**config.mk**
```make
export PLATFORM = sky130hd
export DESIGN_NAME = sim_test_monitor_flat
export DESIGN_NICKNAME = d
export VERILOG_FILES = /design/src/rtl/sim_test_monitor_if.sv /design/src/rtl/sim_test_monitor.sv /design/src/flat_wrapper.sv
export SDC_FILE = /design/constraint.sdc
export NUM_CORES = 1
export LEC_CHECK = 0
export CORE_MARGIN = 4
export CORE_UTILIZATION = 44
export CTS_BUF_LIST = sky130_fd_sc_hd__clkbuf_4 sky130_fd_sc_hd__clkbuf_8
export CTS_CLUSTER_SIZE = 40
export DETAILED_ROUTE_END_ITERATION = 10
export PLACE_DENSITY = 0.75
export SKIP_CTS_REPAIR_TIMING = 1
export SYNTH_ARGS = -nofsm -noshare
export SYNTH_HDL_FRONTEND = slang
export SYNTH_SLANG_ARGS = --single-unit
export TNS_END_PERCENT = 100
```
**constraint.sdc**
```tcl
create_clock -name clk -period 2.6 [get_ports clk]
set_input_delay 0.52 -clock clk [delete_from_list [all_inputs] [get_ports clk]]
set_output_delay 0.52 -clock clk [all_outputs]
set_load 0.03 [all_outputs]
```
**src/rtl/sim_test_monitor_if.sv**
```systemverilog
// Snoop bus from the cores into the test monitor, plus the monitor's SoC controls and verdict.
// Pure wiring, no latency of its own.
// No backpressure: the monitor samples every cycle and the cores never stall for it.
interface sim_test_monitor_if #(
  parameter int N_CH = 1
);
  // Per-core regfile write port and CSR sim-end flag
  logic [N_CH-1:0]    rf_we;
  logic [5*N_CH-1:0]  rf_waddr;
  logic [32*N_CH-1:0] rf_wdata;
  logic [N_CH-1:0]    mends;

  // SoC sequencing and verdict
  logic               soc_rst_n;
  logic               ex_trap;
  logic               done;
  logic               pass;
  logic               fail;
  logic               timeout;
  logic               mends_end;
  logic [N_CH-1:0]    fail_ch;
  logic [31:0]        fail_num;

  // Core side drives the snoop bus and observes the verdict
  modport master (
    output rf_we, rf_waddr, rf_wdata, mends,
    input  soc_rst_n, ex_trap, done, pass, fail, timeout, mends_end, fail_ch, fail_num
  );

  // Monitor side
  modport slave (
    input  rf_we, rf_waddr, rf_wdata, mends,
    output soc_rst_n, ex_trap, done, pass, fail, timeout, mends_end, fail_ch, fail_num
  );
endinterface

```
**src/rtl/sim_test_monitor.sv**
```systemverilog
// Multi-channel test-result monitor: sequences SoC reset and trap stimulus, judges PASS/FAIL/MENDS/TIMEOUT.
// End condition is seen one cycle after the write/flag; the verdict follows DRAIN_CYC cycles later.
// No backpressure: snoops the cores passively, and the verdict stays sticky until rst.
module sim_test_monitor #(
  parameter int N_CH      = 1,
  parameter int ISA_TEST  = 1,
  parameter int DONE_REG  = 26,
  parameter int PASS_REG  = 27,
  parameter int NUM_REG   = 3,
  parameter int RST_CYC   = 10,
  parameter int TRAP_DLY  = 30,
  parameter int TRAP_LEN  = 7,
  parameter int DRAIN_CYC = 10,
  parameter int TIMEOUT   = 30000
) (
  input logic               clk,
  input logic               rst,
  sim_test_monitor_if.slave mon
);

  localparam int CW = $clog2(TIMEOUT + TRAP_DLY + TRAP_LEN + 1);
  localparam int HW = (RST_CYC > 1) ? $clog2(RST_CYC) : 1;
  localparam int DW = (DRAIN_CYC > 1) ? $clog2(DRAIN_CYC) : 1;

  localparam logic [4:0]    DONE_IDX = 5'(DONE_REG);
  localparam logic [4:0]    PASS_IDX = 5'(PASS_REG);
  localparam logic [4:0]    NUM_IDX  = 5'(NUM_REG);
  localparam logic [HW-1:0] RST_LAST = HW'(RST_CYC - 1);
  localparam logic [DW-1:0] DR_LAST  = DW'(DRAIN_CYC - 1);
  localparam logic [CW-1:0] TO_LAST  = CW'(TIMEOUT - 1);
  // Trap window [WIN_LO, WIN_HI); an empty window when TRAP_LEN is 0
  localparam logic [CW:0]   WIN_LO   = (CW+1)'(TRAP_DLY);
  localparam logic [CW:0]   WIN_HI   = (CW+1)'(TRAP_DLY + TRAP_LEN);

  typedef enum logic [1:0] {HOLD, RUN, DRAIN, DONE} state_t;

  state_t          state;
  logic [HW-1:0]   hold_cnt;
  logic [CW-1:0]   cnt;
  logic [DW-1:0]   drain_cnt;
  logic            done_chk;
  logic            mends_hit;

  logic [N_CH-1:0] done_sh;
  logic [N_CH-1:0] pass_sh;
  logic [31:0]     num_sh [N_CH];
  logic            mends_q;

  logic            all_done;
  logic            end_now;
  logic [N_CH-1:0] fail_mask;
  logic [31:0]     first_num;
  logic [CW:0]     cnt_nxt;

  function automatic logic in_win(input logic [CW:0] v);
    return (v >= WIN_LO) && (v < WIN_HI);
  endfunction

  assign all_done  = &done_sh;
  assign end_now   = ((ISA_TEST != 0) && all_done) || mends_q;
  assign fail_mask = ~pass_sh;
  assign cnt_nxt   = {1'b0, cnt} + (CW+1)'(1);

  // NUM shadow of the lowest-index failing channel, zero when every channel passed
  always_comb begin
    first_num = '0;
    for (int k = N_CH - 1; k >= 0; k--) begin
      if (fail_mask[k]) first_num = num_sh[k];
    end
  end

  // Shadow the result registers and the mends flag while the test is running or draining
  always_ff @(posedge clk) begin
    if (rst) begin
      done_sh <= '0;
      pass_sh <= '0;
      mends_q <= 1'b0;
      for (int k = 0; k < N_CH; k++) num_sh[k] <= '0;
    end else if (state == RUN || state == DRAIN) begin
      mends_q <= |mon.mends;
      for (int k = 0; k < N_CH; k++) begin
        if (mon.rf_we[k] && mon.rf_waddr[5*k +: 5] != 5'd0) begin
          if (mon.rf_waddr[5*k +: 5] == DONE_IDX) done_sh[k] <= (mon.rf_wdata[32*k +: 32] == 32'd1);
          if (mon.rf_waddr[5*k +: 5] == PASS_IDX) pass_sh[k] <= (mon.rf_wdata[32*k +: 32] == 32'd1);
          if (mon.rf_waddr[5*k +: 5] == NUM_IDX)  num_sh[k]  <= mon.rf_wdata[32*k +: 32];
        end
      end
    end
  end

  // Reset/trap sequencing, end detection and registered verdict
  always_ff @(posedge clk) begin
    if (rst) begin
      state         <= HOLD;
      hold_cnt      <= '0;
      cnt           <= '0;
      drain_cnt     <= '0;
      done_chk      <= 1'b0;
      mends_hit     <= 1'b0;
      mon.soc_rst_n <= 1'b0;
      mon.ex_trap   <= 1'b0;
      mon.done      <= 1'b0;
      mon.pass      <= 1'b0;
      mon.fail      <= 1'b0;
      mon.timeout   <= 1'b0;
      mon.mends_end <= 1'b0;
      mon.fail_ch   <= '0;
      mon.fail_num  <= '0;
    end else begin
      case (state)
        HOLD: begin
          if (hold_cnt == RST_LAST) begin
            state         <= RUN;
            mon.soc_rst_n <= 1'b1;
            cnt           <= '0;
            mon.ex_trap   <= in_win('0);
          end else begin
            hold_cnt <= hold_cnt + HW'(1);
          end
        end
        RUN: begin
          cnt         <= cnt + CW'(1);
          mon.ex_trap <= in_win(cnt_nxt);
          // An end seen on the final cycle still beats the timeout
          if (end_now) begin
            state     <= DRAIN;
            drain_cnt <= '0;
            done_chk  <= (ISA_TEST != 0) && all_done;
            mends_hit <= mends_q;
          end else if (cnt == TO_LAST) begin
            state       <= DONE;
            mon.ex_trap <= 1'b0;
            mon.done    <= 1'b1;
            mon.timeout <= 1'b1;
          end
        end
        DRAIN: begin
          // Keep counting so a pending trap pulse runs to completion
          if (cnt != '1) cnt <= cnt + CW'(1);
          mon.ex_trap <= in_win(cnt_nxt);
          if (drain_cnt == DR_LAST) begin
            state         <= DONE;
            mon.ex_trap   <= 1'b0;
            mon.done      <= 1'b1;
            mon.mends_end <= mends_hit;
            if (done_chk) begin
              mon.fail_ch  <= fail_mask;
              mon.fail     <= |fail_mask;
              mon.pass     <= ~(|fail_mask);
              mon.fail_num <= first_num;
            end
          end else begin
            drain_cnt <= drain_cnt + DW'(1);
          end
        end
        DONE: begin
          state <= DONE;
        end
        default: state <= HOLD;
      endcase
    end
  end

endmodule

```
**src/flat_wrapper.sv**
```systemverilog
// flat-port wrapper written by rule: the top's interface ports become plain ports
module sim_test_monitor_flat 
#(
  parameter int N_CH      = 1,
  parameter int ISA_TEST  = 1,
  parameter int DONE_REG  = 26,
  parameter int PASS_REG  = 27,
  parameter int NUM_REG   = 3,
  parameter int RST_CYC   = 10,
  parameter int TRAP_DLY  = 30,
  parameter int TRAP_LEN  = 7,
  parameter int DRAIN_CYC = 10,
  parameter int TIMEOUT   = 30000
)
  (clk, rst, mon_rf_we, mon_rf_waddr, mon_rf_wdata, mon_mends, mon_soc_rst_n, mon_ex_trap, mon_done, mon_pass, mon_fail, mon_timeout, mon_mends_end, mon_fail_ch, mon_fail_num);
  sim_test_monitor_if #(.N_CH(N_CH)) mon_i ();
  input logic clk;
  input logic rst;
  input wire logic [$bits(mon_i.rf_we)-1:0] mon_rf_we;
  input wire logic [$bits(mon_i.rf_waddr)-1:0] mon_rf_waddr;
  input wire logic [$bits(mon_i.rf_wdata)-1:0] mon_rf_wdata;
  input wire logic [$bits(mon_i.mends)-1:0] mon_mends;
  output wire logic [$bits(mon_i.soc_rst_n)-1:0] mon_soc_rst_n;
  output wire logic [$bits(mon_i.ex_trap)-1:0] mon_ex_trap;
  output wire logic [$bits(mon_i.done)-1:0] mon_done;
  output wire logic [$bits(mon_i.pass)-1:0] mon_pass;
  output wire logic [$bits(mon_i.fail)-1:0] mon_fail;
  output wire logic [$bits(mon_i.timeout)-1:0] mon_timeout;
  output wire logic [$bits(mon_i.mends_end)-1:0] mon_mends_end;
  output wire logic [$bits(mon_i.fail_ch)-1:0] mon_fail_ch;
  output wire logic [$bits(mon_i.fail_num)-1:0] mon_fail_num;
  assign mon_i.rf_we = mon_rf_we;
  assign mon_i.rf_waddr = mon_rf_waddr;
  assign mon_i.rf_wdata = mon_rf_wdata;
  assign mon_i.mends = mon_mends;
  assign mon_soc_rst_n = mon_i.soc_rst_n;
  assign mon_ex_trap = mon_i.ex_trap;
  assign mon_done = mon_i.done;
  assign mon_pass = mon_i.pass;
  assign mon_fail = mon_i.fail;
  assign mon_timeout = mon_i.timeout;
  assign mon_mends_end = mon_i.mends_end;
  assign mon_fail_ch = mon_i.fail_ch;
  assign mon_fail_num = mon_i.fail_num;
  sim_test_monitor #(.N_CH(N_CH), .ISA_TEST(ISA_TEST), .DONE_REG(DONE_REG), .PASS_REG(PASS_REG), .NUM_REG(NUM_REG), .RST_CYC(RST_CYC), .TRAP_DLY(TRAP_DLY), .TRAP_LEN(TRAP_LEN), .DRAIN_CYC(DRAIN_CYC), .TIMEOUT(TIMEOUT)) u_core (.clk(clk), .rst(rst), .mon(mon_i));
endmodule
```
# [Word level (Yosys, flattened, before mapping)]
# Memory sizes are Yosys's and may differ from the RTL's.
# Index checks and enable logic that the tools add are counted.
# W data, S select, Z words.
[totals] reg_bits=69 ram_bits=32 out_inout_bits=40 word_cells=98 mem_count=1
[mem_list] name="u_core.num_sh" words=1 word_bits=32 rd=1 rd_clocked_by_memory_dff=0 wr=1 line="sim_test_monitor.sv:46" text="logic [31:0] num_sh [N_CH];"
[op_classes] add_sub_neg=4 magnitude_cmp=2 eq_ne=19 mux=30 bitwise_logic=3 reduce_logical=22
[ops] cell="$mux W32" count=2
[ops] cell="$pmux W15 S3" count=1
[ops] cell="$eq A32 B1 Y1 const B" count=1
[ops] cell="$reduce_or A32 Y1" count=1
[ops] cell="$mux W15" count=2
[ops] cell="$reduce_and A3 Y1" count=7
[ops] cell="$add A15 B1 Y16 const B" count=1
[ops] cell="$ge A16 B5 Y1 const B" count=1
[ops] cell="$lt A16 B6 Y1 const B" count=1
[ops] cell="$add A15 B1 Y15 const B" count=1
[ops] cell="$eq A15 B15 Y1 const B" count=1
[ops] cell="$mux W1" count=15
[ops] cell="$ne A15 B15 Y1 const B" count=1
[ops] cell="$eq A5 B5 Y1 const B" count=2
[ops] cell="$ne A2 B2 Y1 const B" count=5
[ops] cell="$reduce_and A2 Y1" count=5
[ops] cell="$add A4 B1 Y4 const B" count=2
[ops] cell="$eq A4 B4 Y1 const B" count=2
[ops] cell="$mux W2" count=4
[ops] cell="$mux W4" count=2
[ops] cell="$pmux W2 S4" count=1
[ops] cell="$pmux W4 S2" count=1
[ops] cell="$eq A5 B2 Y1 const B" count=1
[ops] cell="$reduce_bool A5 Y1" count=1
[ops] cell="13 further kinds" count=19

# [Logic depth before layout (Yosys ltp)]
# Gate-level depths: netlist (run 1).
[depth] depth_word=8 ltp_mapped=10 ltp_nobuf=8

# [Worst setup path before layout (run 1)]
# OpenSTA, ideal clock, no wires.
[synth_timing] path_type="register to register" startpoint="register u_core.state[0]" endpoint="memory u_core.num_sh[0][0], enable pin" setup_ns=0.394 arrival_time_ns=1.864 required_time_ns=2.206 slack_ns=0.342 stages_incl_launch_ff=6 n_path_buf=0 synth_period_minus_slack_ns=2.258 path_cell_list="dfxtp_1 > inv_1 > ha_1 > and4b_1 > nand3_1 > nand2b_1"
[synth_via] elab_chain_cells=7 elab_cells_between_ends=8 classes_between="2 x eq/ne; 4 x mux; 2 x reduce/logical"
[synth_lines] element="from (decl)" line="sim_test_monitor.sv:37" text="state_t state;"
[synth_lines] element="from (signal assigned)" line="sim_test_monitor.sv:94" text="state <= HOLD;"
[synth_lines] element="from (signal assigned)" line="sim_test_monitor.sv:113" text="state <= RUN;"
[synth_lines] element="from (signal assigned)" line="sim_test_monitor.sv:126" text="state <= DRAIN;"
[synth_lines] element="$eq A2 B1 Y1 or $eq A2 B2 Y1 (tied branches)" line="sim_test_monitor.sv:79" text="end else if (state == RUN || state == DRAIN) begin"
[synth_lines] element="$logic_or A1 B1 Y1 *" line="sim_test_monitor.sv:79"
[synth_lines] element="$mux W1 *" line="sim_test_monitor.sv:79"
[synth_lines] element="$mux W1 *" line="sim_test_monitor.sv:74" text="if (rst) begin"
[synth_lines] element="$mux W1 (not written as such) *" line="sim_test_monitor.sv:85" text="if (mon.rf_waddr[5*k +: 5] == NUM_IDX) num_sh[k] <= mon.rf_wdata[32*k +: 32];"
[synth_lines] element="$reduce_or A32 Y1 (no line)"
[synth_lines] element="$mux W1 (no line) *"
[synth_lines] element="to (decl)" line="sim_test_monitor.sv:46"
# Mark *: on every way between the ends. The rest lies on a longest branch, timed or not.

# [Worst setup path in the final report (run 1)]
[layout_timing] startpoint="register u_core.cnt[0]" endpoint="register u_core.cnt[7]"
[layout_via] elab_chain_cells=3 elab_cells_between_ends=6 classes_between="1 x add/sub; 2 x eq/ne; 2 x mux; 1 x reduce/logical"
[layout_lines] element="from (decl)" line="sim_test_monitor.sv:39" text="logic [CW-1:0] cnt;"
[layout_lines] element="from (signal assigned)" line="sim_test_monitor.sv:122" text="cnt <= cnt + CW'(1);"
[layout_lines] element="from (signal assigned)" line="sim_test_monitor.sv:139" text="if (cnt != '1) cnt <= cnt + CW'(1);"
[layout_lines] element="$add A15 B1 Y15 or $ne A15 B15 Y1 (tied branches)" line="sim_test_monitor.sv:122, sim_test_monitor.sv:139"
[layout_lines] element="$mux W15 or $ne A2 B2 Y1 (tied branches)"
[layout_lines] element="$pmux W15 S3 or $reduce_and A3 Y1 (tied branches)"
# Parallel ways exist; a longest one is shown, timed or not. The select of a mux whose other input is x is not followed.
# A chain may end at the register's enable or synchronous reset.

==> summary.md, run 1 <==
| Metric | Value |
|---|---|
| Status | completed |
| Fmax | 438 MHz |
| Final Cycle Share | 87.8% |
| # Max-Cap Violations | 0 |
| Diodes inserted | 0 |
| Leakage | 2.04 nW |
| Post-Syn Nets | 539 |
| Post-layout min period | 2.28 ns |
| Seq cells post-synth | 101 |
| Net Sw Frac | 29.0% |
| Reg2reg path depth | 7 |
| Via density per instance | 5.38 |
| Max-Slew Margin vs Limit | 55.2% |
| Skew final | 0.0161 ns |
| CTS max path bufs | 2 |
| Core Area | 9950 sq um |
| Post-route ant nets | 0 |
| Dominant synthesized flop cell | dfxtp_1 |
| Routed WL | 10500 um |
| Internal power | 0.00242 W |
| Port-buffer cells | 80 |
| Via Count | 3736 |
| First-pass GRT wire length | 16900 um |
| Largest fanout on the critical path | 12 |
| Least-Margin Pin Slew | 0.672 ns |
| H-tree lvl count | 3 |
| Die W | 110 um |
| Clk slew on worst S/H paths | 0.09 ns |
| Sequential fraction of the synthesis area | 51.3% |
| Setup TNS after final layout | 0 ns |
| DR WL/cell | 15.1 um |
| Routability congestion estimate | 0.807 |
| CP startpoint kind | register |
| P&R area growth vs syn | 25.0% |
| Initial antenna violation count | 0 |
| HPWL Detailed | 7380 um |
| YS warnings | 0 |
| Die Y | 110 um |
| Initial core utilization | 45.9% |
| Total Routing Usage GR | 17.6% |
| Final worst slack | 0.316 ns |
| Critical path class | register to register |
| Placed standard-cell area | 5500 sq um |
| DR DRC count | 0 |
| FFs w/ async S/R, synth | 0% |
| Distinct cell type count after synthesis | 49 |
| Fin nets | 608 |
| CTS tree | built |
| P per Cell Area | 597 nW/um^2 |
| Iteration-0 DRC Markers | 263 |
| Share of layout cells above drive strength 1 | 6.42% |
| Reg power frac | 51.3% |
| Clk pwr share | 30.8% |
| Number of synthesized flops with an enable pin | 32 |
| DIE AREA | 12100 sq um |
| Largest net degree at the start of global routing | 68 |
| Post-synthesis cell area | 4570 sq um |
| Switching power | 0.000989 W |
| Non-Filler Instances | 694 |
| Slew Limit Fails | 0 |
| Logic pwr share | 17.9% |
| Max IR drop VDD | 0.000464 V |
| Final Hold Viols | 0 |
| WHS | 0.460 ns |
| Vias in the first global route | 3556 |
| Hold path depth | 2 |
| Crit end category | register |
| Place WS | 0.325 ns |
| Design area | 5710 sq um |
| Worst min path class | register to register |
| Placed cell count | 678 |
| CTS Sinks | 101 |
| DR pass1 iterations | 4 |
| Synth Area per Inst | 9.38 sq um |
| TritonCTS Buffers | 9 |
| Worst EP required | 2.81 ns |
| I/O pin count | 81 |
| Root buffer cell | clkbuf_8 |
| Reg-to-reg slack, setup | 0.32 ns |
| RSZ-0062 raised after global routing | false |
| Critical path arrival | 2.50 ns |
| Post-Synthesis Cells | 487 |
| GRT overflow | 0 |
| Worst skew pair latency | 0.36 ns |
| Num rows | 36 |
| Final Setup Violations | 0 |
[per-stage QoR]
stage                     utilization [%]  power (W)
after global routing                 57.4    0.00359
after detailed placement             55.2    0.00239
after CTS                            57.4    0.00343
after global placement               55.2    0.00236
after floorplan                         -    0.00218
final                                57.4    0.00341
[sequential cells by signal (all words and copies together) (netlist names), 2 cells and up]
register,count
u_core.mon.fail_num,32
u_core.state,2
u_core.cnt,15
u_core.drain_cnt,4
u_core.num_sh,32
u_core.hold_cnt,4
[synth_stat cells, types with 2 or more instances]
master | number | area [sq um]
nor2b_1 | 6 | 37.5
a211oi_1 | 4 | 30.0
nor3b_1 | 32 | 240
mux2i_1 | 2 | 20.0
a31oi_1 | 3 | 18.8
nand3b_1 | 7 | 52.6
a22oi_1 | 2 | 15.0
nor4b_1 | 2 | 17.5
xnor2_1 | 4 | 35.0
nor2_1 | 76 | 285
xor2_1 | 6 | 52.6
edfxtp_1 | 32 | 961
o31ai_1 | 3 | 22.5
a21o_1 | 3 | 22.5
or3_1 | 3 | 18.8
buf_2 | 5 | 25.0
o21ai_0 | 14 | 70.1
ha_1 | 11 | 138
nor3_1 | 5 | 25.0
a21oi_1 | 60 | 300
nand3_1 | 7 | 35.0
inv_1 | 10 | 37.5
and2_1 | 33 | 206
clkbuf_1 | 24 | 90.1
nand4b_1 | 3 | 26.3
dfxtp_1 | 69 | 1380
nor4_1 | 14 | 87.6
nand2_1 | 17 | 63.8
nand4_1 | 9 | 56.3
and3_1 | 2 | 12.5
[cell usage in the layout, fill, tap and decap left out, types with 10 or more instances in the layout]
cell type,n
clkdlybuf4s50_1,79
nor2_1,76
dfxtp_1,69
a21oi_1,60
and2_1,33
nor3b_1,32
edfxtp_1,32
nand2_1,16
nor4_1,14
o21ai_0,14
ha_1,11
inv_1,10
[path summary, 6_finish.rpt]
path,start,to
worst min-delay path,u_core.mends_hit,u_core.mends_hit
worst max-delay path,u_core.cnt[0],u_core.cnt[7]
worst max register to register,u_core.cnt[0],u_core.cnt[7]
worst min register to register,u_core.mends_hit,u_core.mends_hit
[power by group through the flow]
stage	sequential, W	clock [W]	combinational, W
floorplan	0.00178	0	0.000393
global placement	0.00178	0	0.000580
detailed placement	0.00179	0	0.000599
CTS	0.00175	0.00107	0.000608
global route	0.00176	0.00114	0.000685
finish	0.00175	0.00105	0.000612
[layer usage]
layer	part of all wire, %	track usage [%]
met5	0	0
met1	46	23.1
met2	47	28.7
met4	1.2	4.01
met3	6.0	4.87
[area by class of cell]
type / count / area (sq um)
clock buffers: 9 / 124
clock inverters: 7 / 91.3
fillers: 838 / 4240
inverters: 10 / 37.5
multi-input cells: 344 / 2050
flip-flops and latches: 101 / 2340
well taps: 133 / 166
repair buffers: 90 / 896
[logic make-up after synthesis]
logic type / after synthesis / share of synthesized area, %
and+or+nand+nor: 227 / 28.0
DFF: 101 / 51.3
AOI/OAI and AO/OA: 94 / 11.6
buffers and inverters: 42 / 3.83
adders and majority gates: 11 / 3.01
xor gates and xnor gates: 10 / 1.92
muxes: 2 / 0.438
[critical path: stages (launching register included)]
cell     delay [ns]
dfxtp_1        0.46
ha_1           0.35
nand3_2        0.26
nor3_2         0.38
a31o_2         0.40
nor2_1         0.06
o21ai_0        0.15
a21oi_1        0.08
No activity file was read; power rests on OpenSTA's default activity.
==> run 2: changes to the inputs <==
--- a/config.mk
+++ b/config.mk
@@ -5,6 +5,7 @@
 export SDC_FILE = /design/constraint.sdc
 export NUM_CORES = 1
 export LEC_CHECK = 0
+export CAP_MARGIN = 10
 export CORE_MARGIN = 4
 export CORE_UTILIZATION = 44
 export CTS_BUF_LIST = sky130_fd_sc_hd__clkbuf_4 sky130_fd_sc_hd__clkbuf_8
==> results of run 2 <==
Same layout as run 1: the final DEF is identical, and so are final timing and power.
